## config.mk

```make
export PLATFORM = sky130hd
export DESIGN_NAME = div_sched
export DESIGN_NICKNAME = d
export VERILOG_FILES = /design/src/rtl/div_sched_pkg.sv /design/src/rtl/div_prescaler.sv /design/src/rtl/div_sched.sv
export SDC_FILE = /design/constraint.sdc
export NUM_CORES = 1
export LEC_CHECK = 0
export ABC_AREA = 1
export CAP_MARGIN = 40
export CORE_MARGIN = 8
export CORE_UTILIZATION = 27
export CTS_CLUSTER_SIZE = 14
export DETAILED_ROUTE_END_ITERATION = 8
export GPL_TIMING_DRIVEN = 0
export PLACE_DENSITY = 0.45
export SLEW_MARGIN = 20
export SYNTH_ARGS = -nofsm -noshare
export SYNTH_HDL_FRONTEND = slang
export SYNTH_SLANG_ARGS = --single-unit
export TNS_END_PERCENT = 20
```

## constraint.sdc

```tcl
create_clock -name clk -period 2 [get_ports clk]
set_input_delay 0.2 -clock clk [delete_from_list [all_inputs] [get_ports clk]]
set_output_delay 0.2 -clock clk [all_outputs]
set_load 0.1 [all_outputs]
```

## src/rtl/div_sched_pkg.sv

```systemverilog
// div_sched_pkg: shared state enum, rate-select constants and the rate-to-exponent lookup.
package div_sched_pkg;
  typedef enum logic [1:0] {IDLE, RUN, DRAIN, STEP} state_e;
  localparam int SEL_W = 3;
  localparam logic [SEL_W-1:0] SEL_MAX = 3'd4;
  function automatic logic [7:0] sel_exp(input logic [SEL_W-1:0] s, input int e0, input int e1,
                                         input int e2, input int e3, input int e4);
    return s == 3'd0 ? 8'(e0) : s == 3'd1 ? 8'(e1) : s == 3'd2 ? 8'(e2) : s == 3'd3 ? 8'(e3) : 8'(e4);
  endfunction
endpackage

```

## src/rtl/div_prescaler.sv

```systemverilog
// div_prescaler: period counter; counts while en, held at 0 while clr, wraps at 2**exp-1.
// Ports: clk, reset (sync, active-high), clr, en, exp (log2 of period), wrap (boundary this cycle).
module div_prescaler #(
  parameter int CNT_W = 28
) (
  input  logic       clk,
  input  logic       reset,
  input  logic       clr,
  input  logic       en,
  input  logic [7:0] exp,
  output logic       wrap
);
  logic [CNT_W-1:0] cnt_q, last;
  // An exponent equal to CNT_W overflows the shift to 0, and the subtraction then yields all ones.
  assign last = (CNT_W'(1) << exp) - CNT_W'(1);
  assign wrap = en && cnt_q == last;
  always_ff @(posedge clk)
    cnt_q <= (reset || clr || wrap) ? '0 : cnt_q + CNT_W'(en);
endmodule

```

## src/rtl/div_sched.sv

```systemverilog
// div_sched: single-clock tick scheduler with run/stop/step and glitch-free rate switching.
// Ports: clk, reset (sync, active-high), run, step, sel_load, sel -> tick, tick_cnt, cur_sel,
// busy, sel_err, clk_out. Define DIV_SCHED_CLKOUT_EN to build the clk_out toggle register.
module div_sched
  import div_sched_pkg::*;
#(
  parameter int CNT_W = 28,
  parameter int EXP0  = 15,
  parameter int EXP1  = 21,
  parameter int EXP2  = 26,
  parameter int EXP3  = 27,
  parameter int EXP4  = 28
) (
  input  logic             clk,
  input  logic             reset,
  input  logic             run,
  input  logic             step,
  input  logic             sel_load,
  input  logic [SEL_W-1:0] sel,
  output logic             tick,
  output logic [7:0]       tick_cnt,
  output logic [SEL_W-1:0] cur_sel,
  output logic             busy,
  output logic             sel_err,
  output logic             clk_out
);
  state_e state_q, state_d;
  logic [SEL_W-1:0] cur_q, cur_d, pend_q, pend_d;
  logic pend_v_q, pend_v_d, tick_q, err_q, wrap, load_ok, apply;
  logic [7:0] tcnt_q;
  div_prescaler #(.CNT_W(CNT_W)) u_pre (
    .clk  (clk),
    .reset(reset),
    .clr  (state_q == IDLE),
    .en   (state_q != IDLE),
    .exp  (sel_exp(cur_q, EXP0, EXP1, EXP2, EXP3, EXP4)),
    .wrap (wrap)
  );
  assign load_ok = sel_load && sel <= SEL_MAX;
  // Rate changes only land where no period is in flight: in IDLE or on a boundary edge.
  // A load in that same cycle bypasses the pending latch so it governs the next period.
  assign apply = wrap || state_q == IDLE;
  always_comb begin
    state_d = state_q;
    case (state_q)
      IDLE:    state_d = run ? RUN : step ? STEP : IDLE;
      RUN:     state_d = run ? RUN : DRAIN;
      DRAIN:   state_d = run ? RUN : wrap ? IDLE : DRAIN;
      STEP:    state_d = wrap ? IDLE : STEP;
      default: state_d = IDLE;
    endcase
    cur_d    = apply ? (load_ok ? sel : pend_v_q ? pend_q : cur_q) : cur_q;
    pend_d   = load_ok ? sel : pend_q;
    pend_v_d = !apply && (load_ok || pend_v_q);
  end
  always_ff @(posedge clk) begin
    if (reset) begin
      state_q  <= IDLE;
      cur_q    <= '0;
      pend_q   <= '0;
      pend_v_q <= 1'b0;
      tick_q   <= 1'b0;
      tcnt_q   <= '0;
      err_q    <= 1'b0;
    end else begin
      state_q  <= state_d;
      cur_q    <= cur_d;
      pend_q   <= pend_d;
      pend_v_q <= pend_v_d;
      tick_q   <= wrap;
      tcnt_q   <= tcnt_q + {7'd0, wrap};
      err_q    <= sel_load && !(sel <= SEL_MAX);
    end
  end
  assign tick     = tick_q;
  assign tick_cnt = tcnt_q;
  assign cur_sel  = cur_q;
  assign busy     = state_q != IDLE;
  assign sel_err  = err_q;
`ifdef DIV_SCHED_CLKOUT_EN
  logic clk_q;
  always_ff @(posedge clk)
    clk_q <= reset ? 1'b0 : clk_q ^ wrap;
  assign clk_out = clk_q;
`else
  assign clk_out = 1'b0;
`endif
endmodule

```

==> impl_results.md <==
* Outcome: complete, but fails checks
* Failing checks: setup timing
* Antenna viol nets, final at 0
* Pwr/cell area at 577.8 nW/µm²
* Tmin final at 2.096 ns
* Non-filler instance count after layout at 518
* Vias in the first global route at 2304
* TritonCTS clock tree: built
* Die X at 112.1 µm
* Worst hold endpoint: tick_cnt[1]$_SDFF_PP0_
* Synth Area per Inst at 7.169 µm²
* Post-synth net total at 360
* DR pass1 iterations at 4
* Worst R2R End: tick_cnt[7]$_SDFF_PP0_
* Part of the Yosys area used for sequential elements at 0.3771
* Die Height at 112.1 µm
* Hold buffers post-CTS at 0
* Worst setup path class: reg2reg
* Core Region at 9109 µm²
* Register share of total power at 0.466
* P&R area growth vs syn at 44.08%
* Multi-input gate area at 1533 µm²
* Switching Fraction at 0.2909
* Post-synthesis cell area at 2495 µm²
* Max cap viols at 0
* Final worst-path cycle share at 1.048
* Grt ovf at 0
* Fin worst setup slack at -0.09608 ns
* R2R cell count at 15
* Largest net degree at the start of global routing at 16
* Initial antenna violation count at 0
* Synth top area cells: dfxtp_1 (38%), nand2_1 (11%), nor2_1 (8.4%), inv_1 (5.9%), nor2_4 (5.0%)
* Worst r2r src: u_pre.cnt_q[9]$_SDFF_PP0_
* GR Layer Usage met3 at 0.01932
* Most Used Layer, Global Route: met2
* Root Buffer: clkbuf_8
* Via count at 2348
* R2r setup slk at -0.1 ns
* Nets at 418
* Worst slack at placement at -0.2406 ns
* Dpl cell area at 3153 µm²
* Clock-pin slew on the worst setup and hold paths at 0.10 ns
* Clock Sinks at 47
* Latest clock arrival within the worst-skew pair at 0.31 ns
* Synth Instances at 348
* CP Capture Type: flop
* Num rows at 35
* Clock buffer count from CTS at 5
* Number of I/O pins at 23
* Most common cell after layout, fill and taps aside: nand2_1
* Met1 usage at 0.1363
* Die area at 12570 µm²
* DR WL/cell at 12.88 µm
* Peak VDD IR at 0.4031 mV
* Commonest cells after routing, fill and taps aside: nand2_1 (64), nor2_1 (49), inv_1 (35)
* First-pass GRT wire length at 10970 µm
* Initial DRC Count at 96
* Port Buffers at 20
* Combinational share of power at 0.179
* DP HPWL at 4872 µm
* Static Leak at 0.001326 µW
* Worst Hold Class: in2reg
* Synth area leader: dfxtp_1
* GR Util met2 at 0.1790
* Final hold vios at 0
* Hold path depth at 2
* Clk pwr share at 0.355
* RSZ-0062 raised after global routing: true
* Yosys reg bits at 47
* DR vias/cell at 4.533
* CP required at 2.19 ns
* Total power at 2077 µW
* Netlist cell types at 35
* Residual DRC at 0
* Hold path startpoint: reset
* Layout cells sized above 1 at 0.2998
* DP Cell Count at 493
* Arr. time, crit path at 2.29 ns
* Final Cell Area at 3595 µm²
* Final setup viols at 3
* Achievable frequency at 0.4771 GHz
* Largest fanout on the critical path at 4
* Clk buf depth at 2
* Net switching power at 604.2 µW
* Starting density of the core at 0.2739
* Fin. max-slew vios at 0
* Internal cell power at 1473 µW
* Routability cong. at 0.8493
* Total routed wirelength at 6671 µm
* Diodes inserted at 0
* H-tree depth at 2
* Final Skew at 0.01371 ns
* Critical Path Start Type: flop
* Worst slew margin at 0.6345
* Ys Warns at 0
* Reg area at 983.4 µm²
* GR Util All Layers at 0.1082
* Fillers at 935
* Yosys top cell area share at 0.3771
* Worst-margin pin slew at 0.5440 ns
power groups by stage:
stage / registers (µW) / clock network [µW] / logic (µW)
detailed placement: 995 / 0 / 327
CTS: 971 / 765 / 336
floorplan: 1040 / 0 / 177
global route: 972 / 806 / 403
global placement: 995 / 0 / 294
finish: 968 / 737 / 372
critical path, cell delays in order, from the launching register on:
cell	delay [ns]
dfxtp_2	0.36
nand2_2	0.07
nor2_2	0.12
inv_1	0.07
nor2_1	0.10
nand2_1	0.09
nor2_1	0.09
nand3_1	0.11
nor2_1	0.13
ha_2	0.25
nand3_4	0.10
nor3_4	0.16
nand2_2	0.08
nor2_2	0.09
xnor2_1	0.12
nor2_1	0.05
synth_stat cells:
cell type / n
nand2_1: 74
nor2_1: 56
dfxtp_1: 47
inv_1: 39
a21oi_1: 22
nand3_1: 20
nor2_4: 11
nor3_1: 9
xor2_1: 9
xnor2_1: 8
nand4_1: 7
o21ai_0: 7
nor2_2: 5
ha_1: 4
or2_2: 4
mux2i_1: 3
clkinv_1: 2
inv_2: 2
nor4_1: 2
or2_0: 2
a31oi_1: 1
buf_12: 1
buf_2: 1
buf_4: 1
buf_6: 1
clkbuf_1: 1
conb_1: 1
nand2_2: 1
nand3_2: 1
nand3b_1: 1
nand4_2: 1
nor3_4: 1
nor3b_1: 1
nor3b_2: 1
or3_1: 1
routing by layer:
metal	vias up	share of wire
li1	1218	-
met1	1079	0.48
met2	43	0.47
met3	8	0.032
met4	0	0.018
met5	-	0
logic make-up (layout without fill, tap and decap cells):
logic type | after synthesis | after routing | share of synthesized area
flops | 47 | 47 | 0.3771
xor+xnor | 17 | 17 | 0.05968
buf+inv | 48 | 107 | 0.08375
simple gates | 198 | 198 | 0.3852
compound gates | 30 | 30 | 0.06068
fa+ha+maj | 4 | 4 | 0.02006
other cells | 1 | 1 | 0.001503
mux | 3 | 3 | 0.01204
flip-flops by register name (all words and copies together), names as in the netlist:
signal       cells
state_q          2
tick_cnt         8
u_pre.cnt_q     28
pend_q           3
sel_err          1
cur_sel          3
pend_v_q         1
tick             1
per-stage QoR:
stage	hold WS, ns	util	setup TNS [ns]
after floorplan	0.3283	-	-0.9445
after global placement	0.4456	0.3203	-0.6109
final	0.2865	0.3946	-0.1922
after detailed placement	0.4462	0.3462	-0.7449
after CTS	0.2881	0.3765	-1.035
after global routing	0.3053	0.3946	-1.014
layout make-up:
type                    count  area share
flip-flops and latches     47      0.2736
plain buffers               5     0.01636
clock inverters             3     0.01183
repair buffers             51      0.1674
multi-input cells         253      0.4264
well taps                 111     0.03864
inverters                  43     0.04664
clock buffers               5     0.01914
timing repair:
| item | CTS | global route |
|---|---|---|
| setup buffers | 14 | 4 |
| cloned | 0 | 2 |
| pin swaps | 11 | 21 |
| setup endpoints to repair | 7 | 37 |
| gates resized for setup | 27 | 29 |
worst max path at each step:
stage	depth (start not counted)	endpoint	start	slack, ns
final	15	tick_cnt[7]$_SDFF_PP0_	u_pre.cnt_q[9]$_SDFF_PP0_	-0.1
after global routing	14	tick_cnt[7]$_SDFF_PP0_	cur_sel[1]$_SDFFE_PP0P_	-0.30
after CTS	15	tick_cnt[7]$_SDFF_PP0_	u_pre.cnt_q[19]$_SDFF_PP0_	-0.16
after detailed placement	13	tick_cnt[7]$_SDFF_PP0_	u_pre.cnt_q[12]$_SDFF_PP0_	-0.24
after global placement	15	tick_cnt[7]$_SDFF_PP0_	u_pre.cnt_q[16]$_SDFF_PP0_	-0.21
after floorplan	15	tick_cnt[7]$_SDFF_PP0_	cur_sel[1]$_SDFFE_PP0P_	-0.15
(Power assumes the default switching activity.)
